==> src/rtl/cfu_simd_mac.sv <==
// SIMD packed-int8 dot-product MAC CFU with NUM_ACC accumulators plus scalar add/sub/mul.
// Latency: 1 cycle for non-MAC commands, 2 cycles for MAC. One command in flight; cmd_ready only in IDLE.
// Backpressure: the response is held stable until rsp_ready. Optional CFU_SIMD_MAC_SAT_EN saturates MAC/LOAD.
module cfu_simd_mac #(
    parameter int LANES     = 4,
    parameter int NUM_ACC   = 4,
    parameter int ACC_WIDTH = 32
) (
    input  logic        clk,
    input  logic        reset_n,
    input  logic        cmd_valid,
    output logic        cmd_ready,
    input  logic [9:0]  cmd_payload_function_id,
    input  logic [31:0] cmd_payload_inputs_0,
    input  logic [31:0] cmd_payload_inputs_1,
    output logic        rsp_valid,
    input  logic        rsp_ready,
    output logic [31:0] rsp_payload_outputs_0
);

`ifdef CFU_SIMD_MAC_SAT_EN
    // Headroom so products and the lane sum cannot wrap before the final clamp.
    localparam int PW = ACC_WIDTH + 3;
    localparam int SW = 40;
`else
    localparam int PW = ACC_WIDTH;
    localparam int SW = ACC_WIDTH;
`endif
    localparam int KW = (NUM_ACC > 1) ? $clog2(NUM_ACC) : 1;

    typedef enum logic [1:0] {IDLE, MAC_S1, RESP} state_t;

    state_t state_q, state_d;

    logic [ACC_WIDTH-1:0]  acc [NUM_ACC];
    logic signed [31:0]    input_offset;
    logic signed [PW-1:0]  prod_r [LANES];
    logic [KW-1:0]         k_r;
    logic [31:0]           rsp_dat;

    logic [2:0]            funct3;
    logic [3:0]            op;
    logic [KW-1:0]         k;
    logic                  accept;
    logic                  is_mac;
    logic                  acc_we;
    logic                  off_we;
    logic [ACC_WIDTH-1:0]  acc_wdat;
    logic [31:0]           imm_res;
    logic signed [PW-1:0]  off_pw;
    logic signed [PW-1:0]  prod_n [LANES];
    logic signed [SW-1:0]  lane_sum;
    logic signed [SW-1:0]  mac_total;
    logic [ACC_WIDTH-1:0]  mac_acc;

    function automatic logic [ACC_WIDTH-1:0] fit_acc(input logic signed [SW-1:0] v);
`ifdef CFU_SIMD_MAC_SAT_EN
        if (v[SW-1:ACC_WIDTH-1] != {(SW-ACC_WIDTH+1){v[SW-1]}})
            fit_acc = {v[SW-1], {(ACC_WIDTH-1){~v[SW-1]}}};
        else
            fit_acc = v[ACC_WIDTH-1:0];
`else
        fit_acc = v[ACC_WIDTH-1:0];
`endif
    endfunction

    function automatic logic [31:0] ext32(input logic [ACC_WIDTH-1:0] v);
        ext32 = 32'($signed(v));
    endfunction

    assign funct3    = cmd_payload_function_id[2:0];
    assign op        = cmd_payload_function_id[6:3];
    assign k         = KW'(cmd_payload_function_id[9:7] & 3'(NUM_ACC - 1));
    assign cmd_ready = (state_q == IDLE);
    assign rsp_valid = (state_q == RESP);
    assign accept    = cmd_valid && cmd_ready;
    assign off_pw    = PW'(input_offset);
    assign rsp_payload_outputs_0 = rsp_dat;

    always_comb begin
        is_mac   = 1'b0;
        acc_we   = 1'b0;
        off_we   = 1'b0;
        acc_wdat = '0;
        imm_res  = '0;
        case (funct3)
            3'd0: imm_res = cmd_payload_inputs_0 + cmd_payload_inputs_1;
            3'd1: imm_res = cmd_payload_inputs_0 - cmd_payload_inputs_1;
            3'd2: imm_res = cmd_payload_inputs_0 * cmd_payload_inputs_1;
            3'd3: begin
                case (op)
                    4'd0: is_mac = 1'b1;
                    4'd1: acc_we = 1'b1;
                    4'd2: off_we = 1'b1;
                    4'd3: imm_res = ext32(acc[k]);
                    4'd4: begin
                        acc_we   = 1'b1;
                        acc_wdat = fit_acc(SW'($signed(cmd_payload_inputs_0)));
                        imm_res  = ext32(acc_wdat);
                    end
                    default: ;
                endcase
            end
            default: ;
        endcase
    end

    always_comb begin
        for (int i = 0; i < LANES; i++) begin
            prod_n[i] = PW'($signed(cmd_payload_inputs_0[8*i +: 8]))
                      * (PW'($signed(cmd_payload_inputs_1[8*i +: 8])) + off_pw);
        end
    end

    always_comb begin
        lane_sum = '0;
        for (int i = 0; i < LANES; i++) begin
            lane_sum = lane_sum + SW'(prod_r[i]);
        end
        mac_total = SW'($signed(acc[k_r])) + lane_sum;
        mac_acc   = fit_acc(mac_total);
    end

    always_ff @(posedge clk or negedge reset_n) begin
        if (!reset_n) begin
            state_q <= IDLE;
        end else begin
            state_q <= state_d;
        end
    end

    always_comb begin
        state_d = state_q;
        case (state_q)
            IDLE:    if (cmd_valid) state_d = is_mac ? MAC_S1 : RESP;
            MAC_S1:  state_d = RESP;
            RESP:    if (rsp_ready) state_d = IDLE;
            default: state_d = IDLE;
        endcase
    end

    always_ff @(posedge clk or negedge reset_n) begin
        if (!reset_n) begin
            rsp_dat      <= '0;
            input_offset <= '0;
            k_r          <= '0;
            for (int i = 0; i < NUM_ACC; i++) acc[i] <= '0;
            for (int i = 0; i < LANES; i++) prod_r[i] <= '0;
        end else begin
            if (accept) begin
                k_r <= k;
                for (int i = 0; i < LANES; i++) prod_r[i] <= prod_n[i];
                if (!is_mac) rsp_dat <= imm_res;
                if (acc_we) acc[k] <= acc_wdat;
                if (off_we) input_offset <= $signed(cmd_payload_inputs_0);
            end
            // Accumulator commits only on the edge entering RESP, so a reset in MAC_S1 drops it.
            if (state_q == MAC_S1) begin
                acc[k_r] <= mac_acc;
                rsp_dat  <= ext32(mac_acc);
            end
        end
    end

endmodule

==> config.mk <==
export PLATFORM = sky130hd
export DESIGN_NAME = cfu_simd_mac
export DESIGN_NICKNAME = d
export VERILOG_FILES = /design/src/rtl/cfu_simd_mac.sv
export SDC_FILE = /design/constraint.sdc
export NUM_CORES = 2
export LEC_CHECK = 0
export CAP_MARGIN = 20
export CORE_ASPECT_RATIO = 1.2
export CORE_MARGIN = 2
export CORE_UTILIZATION = 70
export CTS_CLUSTER_SIZE = 20
export DETAILED_ROUTE_END_ITERATION = 10
export PLACE_DENSITY_LB_ADDON = 0.3
export RECOVER_POWER = 50
export SLEW_MARGIN = 20
export SYNTH_ARGS = -nofsm -noshare
export SYNTH_HDL_FRONTEND = slang
export SYNTH_SLANG_ARGS = --single-unit
==> constraint.sdc <==
create_clock -name clk -period 12.5 [get_ports clk]
set_input_delay 1.875 -clock clk [delete_from_list [all_inputs] [get_ports clk]]
set_output_delay 1.875 -clock clk [all_outputs]
set_load 0.005 [all_outputs]
**Word-level counts from Yosys, hierarchy flattened**

Cells that the tools add are included.

- $add $sub $neg: 10
- $mul: 5
- Order comparisons: 4
- Eq/ne operators: 12
- Muxes and demuxes: 32
- Bitwise operators: 2
- Reduce and logical (&&, ||, !) cells: 11

Operator list:

| cell | number |
|---|---|
| $mux 128 | 3 |
| $mux 32 | 11 |
| $bwmux 128 | 2 |
| $add 32x32->32 | 5 |
| $add 8x32->32 | 4 |
| $bmux 32 s2 | 2 |
| $demux 32 s2 | 2 |
| $mul 8x32->32 | 4 |
| $pmux 32 s4 | 1 |
| $pmux 32 s2 | 1 |
| $mul 32x32->32 | 1 |
| $sub 32x32->32 | 1 |
| $eq 4x2->1 const B | 2 |
| $eq 3x2->1 const B | 2 |
| $ge 3x3->1 const B | 2 |
| $lt 3x1->1 const B | 2 |
| $mux 1 | 6 |
| $mux 2 | 3 |
| $not 2->3 | 2 |
| $pmux 2 s3 | 1 |
| $reduce_and 2->1 | 3 |
| $eq 4x1->1 const B | 1 |
| $eq 4x3->1 const B | 1 |
| $logic_not 4->1 | 1 |
| 10 further kinds | 13 |

- Register bits: 324
- Bits of input ports: 78
- Output and inout port bits: 34
- Logic and storage cells: 88

**Logic depth before layout (Yosys ltp)**

- Depth after elaboration: 10
- Gate-level depth with buffers: 34

**Worst setup path before layout**

No wires, ideal clock.

- Kind: input to register
- From: in cmd_payload_inputs_1[16]
- To: reg prod_r[63] (netlist name)
- Setup time: 123 ps
- Arrival: 8835 ps
- Data required time: 12377 ps
- Path slack: 3542 ps
- Cell stages on the path: 32
- Cells stage by stage: ha_1 -> fa_1 -> a211oi_1 -> o21ai_0 -> a21oi_1 -> o21bai_1 -> a21oi_1 -> o21ai_0 -> and2_1 -> o21ai_0 -> nand2b_1 -> a21oi_1 -> o21bai_1 -> xor2_1 -> nand2_1 -> fa_1 -> fa_1 -> fa_1 -> inv_1 -> fa_1 -> ha_1 -> a21o_1 -> a21o_1 -> a21o_1 -> a21oi_1 -> o21ai_0 -> o31ai_1 -> o21ai_0 -> xnor3_1 -> xnor3_1 -> xnor2_1 -> o21ai_1

- Cells in the longest elaborated chain, start to end: 2

RTL lines:

| what | RTL line | source |
|---|---|---|
| start, declared | 15 | `input logic [31:0] cmd_payload_inputs_1,` |
| $add 8x32->32 | 111 | `* (PW'($signed(cmd_payload_inputs_1[8*i +: 8])) + off_pw);` |
| $mul 8x32->32 | 111 |  |
| end, declared | 37 | `logic signed [PW-1:0] prod_r [LANES];` |

No other way between the ends.
A chain may end at the register's enable or synchronous reset.

**Final worst setup path**

- From: in cmd_payload_inputs_1[24]
- To: reg prod_r[31] (netlist name)

Same word-level chain as after synthesis.

==> impl_metrics.env <==
export IMPL_status="complete, but fails checks"
export IMPL_violations="capacitance limit, slew limit"
export IMPL_drt_iter0_markers=5267
export IMPL_via_per_inst=6.32
export IMPL_ys_seq_area_share_pct=11.7
export IMPL_fin_worst_skew_ns=0.0391
export IMPL_drc=0
export IMPL_cts_tree="yes"
export IMPL_hold_path_class="register to register"
export IMPL_cp_slowest_cell="clkdlybuf4s50_1"
export IMPL_dr_pass1_iters=7
export IMPL_dp_hpwl_um=162000
export IMPL_rows=126
export IMPL_die_h_um=349
export IMPL_seqCellArea_mm2=0.00811
export IMPL_ctsHoldBuffers=0
export IMPL_cts_setup_buffers=0
export IMPL_ys_flop_type="dfrtp_1"
export IMPL_r2r_cells=32
export IMPL_cts_buffers=42
export IMPL_yosysTopAreaCell="fa_1"
export IMPL_r2r_start="input_offset[0]$_DFFE_PN0P_"
export IMPL_holdPathStages=2
export IMPL_cts_resized=0
export IMPL_setup_viol_count_final=0
export IMPL_synthCells=7804
export IMPL_synth_area_top_cells="fa_1, dfrtp_1, ha_1"
export IMPL_finalHoldViolCount=0
export IMPL_cts_sinks=324
export IMPL_fillers=7192
export IMPL_post_route_period_util_pct=85.0
export IMPL_end_kind="register"
export IMPL_coreArea_mm2=0.0985
export IMPL_clk_latency_ns=0.63
export IMPL_ys_types=78
export IMPL_drv_cap=6
export IMPL_worstSetupPathType="input port to register"
export IMPL_initial_core_util_pct=70.6
export IMPL_routedWlPerCell_um=23.5
export IMPL_crit_fanout=12
export IMPL_min_to="rsp_payload_outputs_0[5]$_DFFE_PN0P_"
export IMPL_r2r_end="prod_r[63]$_DFFE_PN0P_"
export IMPL_max_slew_margin_pct=-265
export IMPL_synth_seq_cells=324
export IMPL_crit_top_cell="o21ai_0"
export IMPL_async_flop_share_pct=100
export IMPL_finalMaxSlewViolations=403
export IMPL_cts_htree_levels=2
export IMPL_final_common_cell="inv_1"
export IMPL_drive_gt1_share_pct=4.46
export IMPL_synth_top_cell_area_share_pct=32.6
export IMPL_synth_edf_count=0
export IMPL_ys_warn_count=0
export IMPL_clkSlewWorstSetupHoldPaths_ns=0.06
export IMPL_hp_start="rsp_payload_outputs_0[5]$_DFFE_PN0P_"
export IMPL_syn_nets=9591
export IMPL_post_route_min_period_ns=10.62
export IMPL_antenna_found_initial=19
export IMPL_setup_tns_final_ns=0
export IMPL_design_die_area_mm2=0.102
export IMPL_slowest_delay_ns=0.80
export IMPL_required_ns=13.03
export IMPL_overflow=0
export IMPL_clock_fmax_mhz=94.1
export IMPL_grt_total_usage_pct=42.6
export IMPL_grt_max_degree=112
export IMPL_synth_area_mm2=0.0696
export IMPL_syn_avg_cell_area_um2=8.92
export IMPL_critPathArrivalTime_ns=11.15
export IMPL_worstMarginPinSlew_ns=5.48
export IMPL_gp_congestion=1.02
export IMPL_postRouteAntennaNets=0
export IMPL_grt_first_pass_wirelength_um=331000
export IMPL_port_buffers=110
export IMPL_rsz0062_at_grt="no"
export IMPL_final_cell_mix="inv_1, fa_1, nand2_1"
export IMPL_r2r_slack_ns=3.42
export IMPL_wirelength_um=212000
export IMPL_clockBufferDepth=3
export IMPL_final_nets=9492
export IMPL_vias=57031
export IMPL_num_io_pins=112
export IMPL_area_growth_pct=4.90
export IMPL_root_buffer="clkbuf_16"
export IMPL_die_w_um=292
export IMPL_first_global_vias=59757
export IMPL_multi_input_area_mm2=0.0555
export IMPL_start_kind="input port"
worst max-delay path by stage:
stage	startpoint	to	slack (ns)	depth (start not counted)
after floorplan	cmd_payload_inputs_1[16]	prod_r[63]$_DFFE_PN0P_	3.54	32
after global placement	cmd_payload_inputs_1[24]	prod_r[31]$_DFFE_PN0P_	1.64	31
after detailed placement	cmd_payload_inputs_1[24]	prod_r[31]$_DFFE_PN0P_	1.51	31
after CTS	cmd_payload_inputs_1[24]	prod_r[31]$_DFFE_PN0P_	2.09	31
after global routing	cmd_payload_inputs_1[22]	prod_r[63]$_DFFE_PN0P_	1.50	32
final	cmd_payload_inputs_1[24]	prod_r[31]$_DFFE_PN0P_	1.88	31
metrics by stage:
stage	instances	setup slack, ns	cell area (µm²)	util, %	hold WS, ns
CTS	9014	2.09	73000	74.1	0.502
detailed placement	8941	1.51	71500	72.6	0.484
global placement	8941	1.64	71500	72.6	0.473
floorplan	7804	3.54	69600	-	0.456
finish	9019	1.88	73000	74.1	0.496
global route	9016	1.50	73000	74.1	0.525
flip-flops by register name, summed over array words and instances, names as in the netlist:
| name | count |
|---|---|
| acc | 128 |
| prod_r | 128 |
| input_offset | 32 |
| rsp_payload_outputs_0 | 32 |
| k_r | 2 |
| state_q | 2 |
Yosys cell counts (27+ instances only):
library cell and n:
inv_1 1241, fa_1 1133, nand2_1 851, and2_1 824
ha_1 576, a21oi_1 367, o21ai_0 346, nor2_1 326
dfrtp_1 324, clkbuf_1 321, xnor2_1 266, a21o_1 141
xor2_1 136, nand2b_1 135, a211oi_1 105, mux4_2 64
mux2_2 52, nor2b_1 48, nor3_1 46, o21bai_1 43
nand3_1 42, o21a_1 38, a31oi_1 28, o31ai_1 27
logic make-up after synthesis:
| family | after synthesis | synth area share [%] |
|---|---|---|
| simple gates | 2397 | 17.3 |
| fa+ha+maj | 1709 | 43.0 |
| buf+inv | 1583 | 8.61 |
| compound gates | 1261 | 11.2 |
| xor+xnor | 410 | 5.32 |
| flops | 324 | 11.7 |
| mux | 120 | 2.97 |
layout make-up:
cell class | count | area share [%]
Multi-Input combinational cell | 5897 | 76.1
Sequential cell | 324 | 11.1
Inverter | 1241 | 6.38
Tap cell | 1280 | 2.19
Timing Repair Buffer | 199 | 2.17
Clock buffer | 54 | 1.58
Clock inverter | 19 | 0.437
Antenna cell | 5 | 0.0171
metal layers:
layer / share of wire, % / vias to the layer above / global-route usage (%)
met1: 33 / 28248 / 48.2
met4: 11 / 20 / 38.4
met2: 45 / 3124 / 67.4
li1: - / 24570 / -
met5: 0.064 / - / 0.235
met3: 11 / 1069 / 10.2
critical path, delay by kind of cell:
| family | cells | cell delay, ns |
|---|---|---|
| AO/OA/AOI/OAI | 15 | 3.66 |
| buffers and inverters | 3 | 0.91 |
| AND/OR/NAND/NOR | 2 | 0.35 |
| adder cells (fa/ha/maj) | 7 | 3.23 |
| XOR/XNOR | 4 | 1.11 |
Power is left out: the tool's default activity adds up to more than one toggle a clock period on the data nets, which glitch-free logic cannot reach.
